File: config.mk
export PLATFORM = sky130hd
export DESIGN_NAME = demux1x4_unstripe_flat
export DESIGN_NICKNAME = d
export VERILOG_FILES = /design/src/rtl/demux1x4_unstripe_pkg.sv /design/src/rtl/demux1x4_unstripe_if.sv /design/src/rtl/demux1x4_unstripe_slot_phase_cnt.sv /design/src/rtl/demux1x4_unstripe.sv /design/src/flat_wrapper.sv
export SDC_FILE = /design/constraint.sdc
export NUM_CORES = 1
export LEC_CHECK = 0
export ABC_AREA = 1
export ABC_CLOCK_PERIOD_IN_PS = 1900
export CAP_MARGIN = 20
export CORE_MARGIN = 4
export CORE_UTILIZATION = 45
export CTS_BUF_LIST = sky130_fd_sc_hd__clkbuf_4
export CTS_CLUSTER_DIAMETER = 120
export DETAILED_ROUTE_END_ITERATION = 6
export HOLD_SLACK_MARGIN = 0.06
export PLACE_DENSITY = 0.76
export SLEW_MARGIN = 20
export SYNTH_ARGS = -nofsm -noshare
export SYNTH_HDL_FRONTEND = slang
export SYNTH_SLANG_ARGS = --single-unit
File: constraint.sdc
create_clock -name clk -period 1.9 [get_ports clk]
set_clock_uncertainty 0.1 [all_clocks]
set_input_delay 0.38 -clock clk [delete_from_list [all_inputs] [get_ports clk]]
set_output_delay 0.38 -clock clk [all_outputs]
set_load 0.01 [all_outputs]
File: src/rtl/demux1x4_unstripe_pkg.sv
// Shared PHY byte-lane constants and types used by the 4:1 mux and its 1:4 unstripe counterpart.
package demux1x4_unstripe_pkg;

    localparam int BYTE_W    = 8;
    localparam int NUM_LANES = 4;
    localparam int PHASE_W   = 2;

    typedef logic [BYTE_W-1:0]    lane_byte_t;
    typedef logic [NUM_LANES-1:0] lane_valid_t;
    typedef logic [PHASE_W-1:0]   phase_t;

    // Slot index of the byte that completes a frame.
    localparam phase_t LAST_SLOT = phase_t'(NUM_LANES - 1);

endpackage

File: src/rtl/demux1x4_unstripe_if.sv
// Serial-in / parallel-out bus of the byte unstriper.
interface demux1x4_unstripe_if #(
    parameter int WIDTH = 8,
    parameter int LANES = 4
);
    logic [WIDTH-1:0] in;
    logic             valid_in;
    logic             align;
    logic [WIDTH-1:0] out0;
    logic [WIDTH-1:0] out1;
    logic [WIDTH-1:0] out2;
    logic [WIDTH-1:0] out3;
    logic [LANES-1:0] valid_out;
    logic             out_stb;
    logic [1:0]       phase;

    modport master (
        output in, valid_in, align,
        input  out0, out1, out2, out3, valid_out, out_stb, phase
    );

    modport slave (
        input  in, valid_in, align,
        output out0, out1, out2, out3, valid_out, out_stb, phase
    );
endinterface

File: src/rtl/demux1x4_unstripe_slot_phase_cnt.sv
// Free-running 2-bit slot counter; align restarts the frame so the next slot is 1.
module demux1x4_unstripe_slot_phase_cnt
    import demux1x4_unstripe_pkg::*;
(
    input  logic   clk,
    input  logic   reset,
    input  logic   align,
    output phase_t phase
);

    always_ff @(posedge clk or negedge reset) begin
        if (!reset)
            phase <= '0;
        else if (align)
            phase <= phase_t'(1);
        else
            phase <= phase + phase_t'(1);
    end

endmodule

File: src/rtl/demux1x4_unstripe.sv
// 1:4 byte unstriper: slot i of each 4-cycle frame is collected onto lane i, then
// all lanes are presented together with a one-cycle strobe.
module demux1x4_unstripe
    import demux1x4_unstripe_pkg::*;
#(
    parameter int WIDTH = BYTE_W,
    parameter int LANES = NUM_LANES
)(
    input  logic                 clk,
    input  logic                 reset,
    demux1x4_unstripe_if.slave   bus
);

    phase_t                        phase;
    logic                          frame_end;
    logic [WIDTH-1:0]              cur_byte;
    logic [LANES-2:0][WIDTH-1:0]   coll;
    logic [LANES-2:0]              cvalid;
    logic [LANES-1:0][WIDTH-1:0]   lane_q;
    logic [LANES-1:0]              vld_q;
    logic                          stb_q;

    demux1x4_unstripe_slot_phase_cnt u_phase (
        .clk   (clk),
        .reset (reset),
        .align (bus.align),
        .phase (phase)
    );

    // Invalid slots carry zero so a lane never shows a stale byte.
    assign cur_byte  = bus.valid_in ? bus.in : '0;
    // An align on the last slot suppresses the load: that cycle becomes slot 0.
    assign frame_end = (phase == LAST_SLOT) && !bus.align;

    always_ff @(posedge clk or negedge reset) begin
        if (!reset) begin
            coll   <= '0;
            cvalid <= '0;
        end else begin
            for (int l = 0; l < LANES-1; l++) begin
                if (bus.align) begin
                    coll[l]   <= (l == 0) ? cur_byte : '0;
                    cvalid[l] <= (l == 0) ? bus.valid_in : 1'b0;
                end else if (frame_end) begin
                    coll[l]   <= '0;
                    cvalid[l] <= 1'b0;
                end else if (phase == phase_t'(l)) begin
                    coll[l]   <= cur_byte;
                    cvalid[l] <= bus.valid_in;
                end
            end
        end
    end

    // The last lane bypasses the collect stage and loads straight from the input.
    always_ff @(posedge clk or negedge reset) begin
        if (!reset) begin
            lane_q <= '0;
            vld_q  <= '0;
            stb_q  <= 1'b0;
        end else begin
            stb_q <= frame_end;
            if (frame_end) begin
                for (int l = 0; l < LANES-1; l++) begin
                    lane_q[l] <= coll[l];
                    vld_q[l]  <= cvalid[l];
                end
                lane_q[LANES-1] <= cur_byte;
                vld_q[LANES-1]  <= bus.valid_in;
            end
        end
    end

    assign bus.out0      = lane_q[0];
    assign bus.out1      = lane_q[1];
    assign bus.out2      = lane_q[2];
    assign bus.out3      = lane_q[3];
    assign bus.valid_out = vld_q;
    assign bus.out_stb   = stb_q;
    assign bus.phase     = phase;

endmodule

File: src/flat_wrapper.sv
// flat-port wrapper written by rule: the top's interface ports become plain ports
module demux1x4_unstripe_flat import demux1x4_unstripe_pkg::*;
#(
    parameter int WIDTH = BYTE_W,
    parameter int LANES = NUM_LANES
)
  (clk, reset, bus_in, bus_valid_in, bus_align, bus_out0, bus_out1, bus_out2, bus_out3, bus_valid_out, bus_out_stb, bus_phase);
  demux1x4_unstripe_if #(.WIDTH(WIDTH), .LANES(LANES)) bus_i ();
  input  logic clk;
  input  logic reset;
  input wire logic [$bits(bus_i.in)-1:0] bus_in;
  input wire logic [$bits(bus_i.valid_in)-1:0] bus_valid_in;
  input wire logic [$bits(bus_i.align)-1:0] bus_align;
  output wire logic [$bits(bus_i.out0)-1:0] bus_out0;
  output wire logic [$bits(bus_i.out1)-1:0] bus_out1;
  output wire logic [$bits(bus_i.out2)-1:0] bus_out2;
  output wire logic [$bits(bus_i.out3)-1:0] bus_out3;
  output wire logic [$bits(bus_i.valid_out)-1:0] bus_valid_out;
  output wire logic [$bits(bus_i.out_stb)-1:0] bus_out_stb;
  output wire logic [$bits(bus_i.phase)-1:0] bus_phase;
  assign bus_i.in = bus_in;
  assign bus_i.valid_in = bus_valid_in;
  assign bus_i.align = bus_align;
  assign bus_out0 = bus_i.out0;
  assign bus_out1 = bus_i.out1;
  assign bus_out2 = bus_i.out2;
  assign bus_out3 = bus_i.out3;
  assign bus_valid_out = bus_i.valid_out;
  assign bus_out_stb = bus_i.out_stb;
  assign bus_phase = bus_i.phase;
  demux1x4_unstripe #(.WIDTH(WIDTH), .LANES(LANES)) u_core (.clk(clk), .reset(reset), .bus(bus_i));
endmodule
* Word level (Yosys, flattened, before mapping)
Cells that the tools add are included.
Storage, ports and cells: register bits 66, word-level logic and storage cells 43
Operators by class: $add $sub $neg 1, equal/unequal tests 3, mux-type cells 20, reductions and logical operators 6
Operators with widths (number):
- $mux 8 | 10
- $mux 1 | 9
- $reduce_bool 3->1 | 3
- $eq 2x2->1 const B | 2
- $add 2x1->2 const B | 1
- $eq 2x1->1 const B | 1
- $logic_not 2->1 | 1
- $mux 2 | 1
- $logic_and 1x1->1 | 1
- $logic_not 1->1 | 1

* Longest topological paths before layout
word-level depth 4, gate-level depth with buffers 7, depth with buffers taken out 6

* Modules after synthesis
From an unflattened synthesis, not the netlist that was laid out.
Second synthesis, totals: cell total of the unflattened synthesis 305, area total of the unflattened synthesis 2748.9 um2
Modules (own cells, without submodules):
- demux1x4_unstripe | instances 1, cells each 297, area each 2675.1 um2
- demux1x4_unstripe_slot_phase_cnt | instances 1, cells each 8, area each 73.8 um2

* Least setup slack after synthesis
Ideal clock, no wire load.
kind register -> register, start point reg u_core.u_phase.phase[1], end point reg u_core.coll[10] (netlist bit), arrival time 1.427 ns, data required time 1.733 ns, slack 0.307 ns, stages on the path, launching flop included 7, path buffers 1, period minus slack after synthesis 1.593 ns, path through dfrtp_1 -> clkbuf_1 -> inv_1 -> ha_1 -> nor2_1 -> nand3_1 -> nand2_1
Between the ends: longest elaborated chain between the ends 4
RTL lines:
- start, declared | RTL line demux1x4_unstripe_slot_phase_cnt.sv:8 | output phase_t phase
- start signal, assigned | RTL line demux1x4_unstripe_slot_phase_cnt.sv:15 | phase <= phase_t'(1);
- start signal, assigned | RTL line demux1x4_unstripe_slot_phase_cnt.sv:17 | phase <= phase + phase_t'(1);
- $eq 2x2->1 | RTL line demux1x4_unstripe.sv:33 | assign frame_end = (phase == LAST_SLOT) && !bus.align;
- $logic_and 1x1->1 | RTL line demux1x4_unstripe.sv:33
- $mux 8 | RTL line demux1x4_unstripe.sv:44 | end else if (frame_end) begin
- $mux 8 | RTL line demux1x4_unstripe.sv:41 | if (bus.align) begin
- end signal, assigned by index | RTL line demux1x4_unstripe.sv:42 | coll[l] <= (l == 0) ? cur_byte : '0;
- end signal, assigned by index | RTL line demux1x4_unstripe.sv:48 | coll[l] <= cur_byte;
- end, declared | RTL line demux1x4_unstripe.sv:17 | logic [LANES-2:0][WIDTH-1:0] coll;
Parallel ways exist; a longest one is shown, timed or not. A chain may end at the register's enable or synchronous reset.

* Final worst setup path
start point reg u_core.u_phase.phase[0], end point out bus_phase[0]
RTL lines:
- end, declared | RTL line flat_wrapper.sv:20 | output wire logic [$bits(bus_i.phase)-1:0] bus_phase;
No word-level cell between the ends.

==> results by group <==
Placement
  – Cell count after placement: approximately 410
  – HPWL after DPL: 3990 um
  – Placed Area: roughly 3300 um^2
  – GPL Wtd Cong: roughly 0.83
  – PortBufs: 50

Power
  – PwrDens: roughly 930 nW/um^2
  – Leakage: roughly 1.8 nW
  – Max VDD drop: approximately 0.43 mV

Global route
  – Initial antenna violation count: 0
  – Total GRT Usage: between 10% and 20%
  – First-pass GRT wire length: between 10,000 and 15,000 um
  – Total gr overflow: 0
  – Number of global-route vias before repair: around 2,200
  – Largest net degree at the start of global routing: ~40

Floorplan
  – Ports: 51
  – Row count: 27
  – Die X: 84.8 um
  – Core footprint: between 5000 and 6000 um^2
  – Die ar.: approximately 7200 um^2
  – Starting Density: between 40% and 50%
  – DIE HEIGHT: between 80 and 90 um

Min path
  – Hold Path Depth: 2
  – HP Class: flop to flop

Detailed routing
  – Wire length per cell: about 14 um
  – Starting DRT DRC Count: 217
  – Via count: 2,109
  – Antenna violation net count after detailed routing: 0
  – Vias/cell: 4.95
  – Drt first pass iters: 4
  – DRC violations left: 0
  – Wirelength, routed: 5890 um

Finish
  – Final Non-Filler Cells: about 430
  – # diodes: 0
  – NumNets Final: 364
  – Area Overhead vs Synth: 28.0%
  – Share of layout cells above drive strength 1: under 10%
  – Fin area: ~3400 um^2

Setup path
  – Critical path depth: 1
  – Setup crit end kind: output pin
  – Slowest CP cell: clkdlybuf4s50_1
  – R2R cell count: 6
  – CP cell instances: clkdlybuf4s50_1
  – CP bufs+invs: 1
  – Crit Path Max Fanout: 2
  – CP required: 1420 ps
  – Largest delay share family, worst path: buffers and inverters
  – Crit path DAT: around 1300 ps
  – CP Launch Type: flop
  – Slowest cell delay on critical path: 560 ps
  – Crit Path Category: flop to output pin

Timing
  – Minimum clock period: about 1800 ps
  – Setup violation total in the final timing report: 0
  – Max-Slew Margin vs Limit: 58.8%
  – Unrepaired setup endpoints after global routing: no
  – Max Freq: 548 MHz
  – Final cycle utilization of the critical path: roughly 96%
  – Worst slew pin tran: 616 ps
  – Fin. max-slew vios: 0
  – Final Hold Viols: 0
  – Setup total negative slack: 0 ps

Logic synthesis
  – Register area share after synthesis: 62.3%
  – Distinct cells, synth: 16
  – Top-count cell post-synth: nand2_1
  – Synth area leaders: dfrtp_1, nand2_1, nand3_1, nand4_1, buf_2
  – Synth Warn #: 0
  – Ys flop type: dfrtp_1
  – Post-Syn Instances: 289
  – Cell area after synthesis: about 2700 um^2
  – Number of flops mapped to enable cells by yosys: 0
  – Register bit total from synthesis: 66
  – Syn Area/Cell: just over 9 um^2
  – Synth async-reset ratio: 100%
  – Syn nets: 304
  – Post-synth top area cell: dfrtp_1
  – Top cells by count, synth: nand2_1, dfrtp_1, nand3_1, nand4_1, buf_2
  – Yosys top cell area share: between 60 and 70%

Clocking
  – Clk root buf: clkbuf_4
  – Cts bufs inserted: 9
  – Clock latency on the worst-skew pair: about 400 ps
  – Clk sinks: 66
  – Reg clk slew, reported paths: 100 ps
  – H-tree levels: 3
  – CTS tree: built
  – Clock Tree Buf Depth: 2

Run
  – Max Cap Viol: 0

Status
  – Status: complete, no violations
## sequential cells by signal, indices dropped and copies added, names as in the netlist
register and cells:
u_core.bus.out3 8, u_core.cvalid 3, u_core.bus.out_stb 1, u_core.bus.valid_out 4
u_core.coll 24, u_core.bus.out2 8, u_core.u_phase.phase 2, u_core.bus.out1 8
u_core.bus.out0 8
## repair_timing
action	in CTS	in global routing
endpoints found under the hold margin	66	0
setup buffers	2	0
resized for setup	1	0
hold buffers	1	0
endpoints found under the setup margin	2	0
## final timing paths
check | startpoint | to | slack, ps
max in group asynchronous | reset | u_core.bus.out1[3] | 850
hold reg to reg | u_core.coll[8] | u_core.bus.out1[0] | 380
hold / removal | u_core.coll[8] | u_core.bus.out1[0] | 380
min in group asynchronous | reset | u_core.coll[18] | 430
setup / recovery | u_core.u_phase.phase[0] | bus_phase[0] | 80
setup reg to reg | u_core.u_phase.phase[1] | u_core.bus.valid_out[0] | 300
## per-layer routing
metal / share of wire [%] / GRT usage, % / vias up
met5: 0 / 0 / -
met3: 4.9 / 5.10 / 7
met2: 46 / 27.0 / 57
met4: 1.3 / 6.19 / 0
met1: 47 / 25.4 / 999
li1: - / - / 1046
## logic make-up (layout without fill, tap and decap cells)
| logic type | Yosys count | in the layout | synth area share (%) |
|---|---|---|---|
| simple gates | 187 | 187 | 30.1 |
| flops | 66 | 66 | 62.3 |
| buf+inv | 24 | 89 | 4.48 |
| compound gates | 9 | 9 | 1.70 |
| fa+ha+maj | 3 | 3 | 1.42 |
## layout make-up
cell class,instances,area (um^2)
Fill cell,501,2210
Clock inverter,5,21.3
Multi-Input combinational cell,199,882
Clock buffer,11,82.6
Tap cell,72,90.1
Sequential cell,66,1650
Timing Repair Buffer,65,636
Inverter,8,30.0
## layout by cell type (no fill, tap or decap), drive strengths merged
cell type and instances:
clkdlybuf4s50 49, nand3b 7, dfrtp 66, buf 15, nand4 15, nor2 6, ha 3, nand3 21
o21ai 9, clkinv 6, nand2 138, inv 7, dlygate4sd3 1, clkbuf 11
## metrics by stage
step / power [mW] / setup WS [ps] / hold slack, ps / utilization (%)
6_report: 3.15 / 76.7 / 382 / 60.5
5_1_grt: 3.32 / 15.9 / 404 / 60.5
3_3_place_gp: 2.41 / 159 / 303 / 58.2
2_1_floorplan: 2.00 / 307 / -15.6 / -
3_5_place_dp: 2.43 / 90.0 / 304 / 58.2
4_1_cts: 3.18 / 65.2 / 385 / 60.5
## power by group
group,internal [mW],switching (mW),total [mW]
registers,1.58,0.0956,1.67
logic,0.373,0.357,0.730
clock network,0.282,0.466,0.748
total,2.23,0.918,3.15
Note: power is estimated with default switching activity, not from simulation.
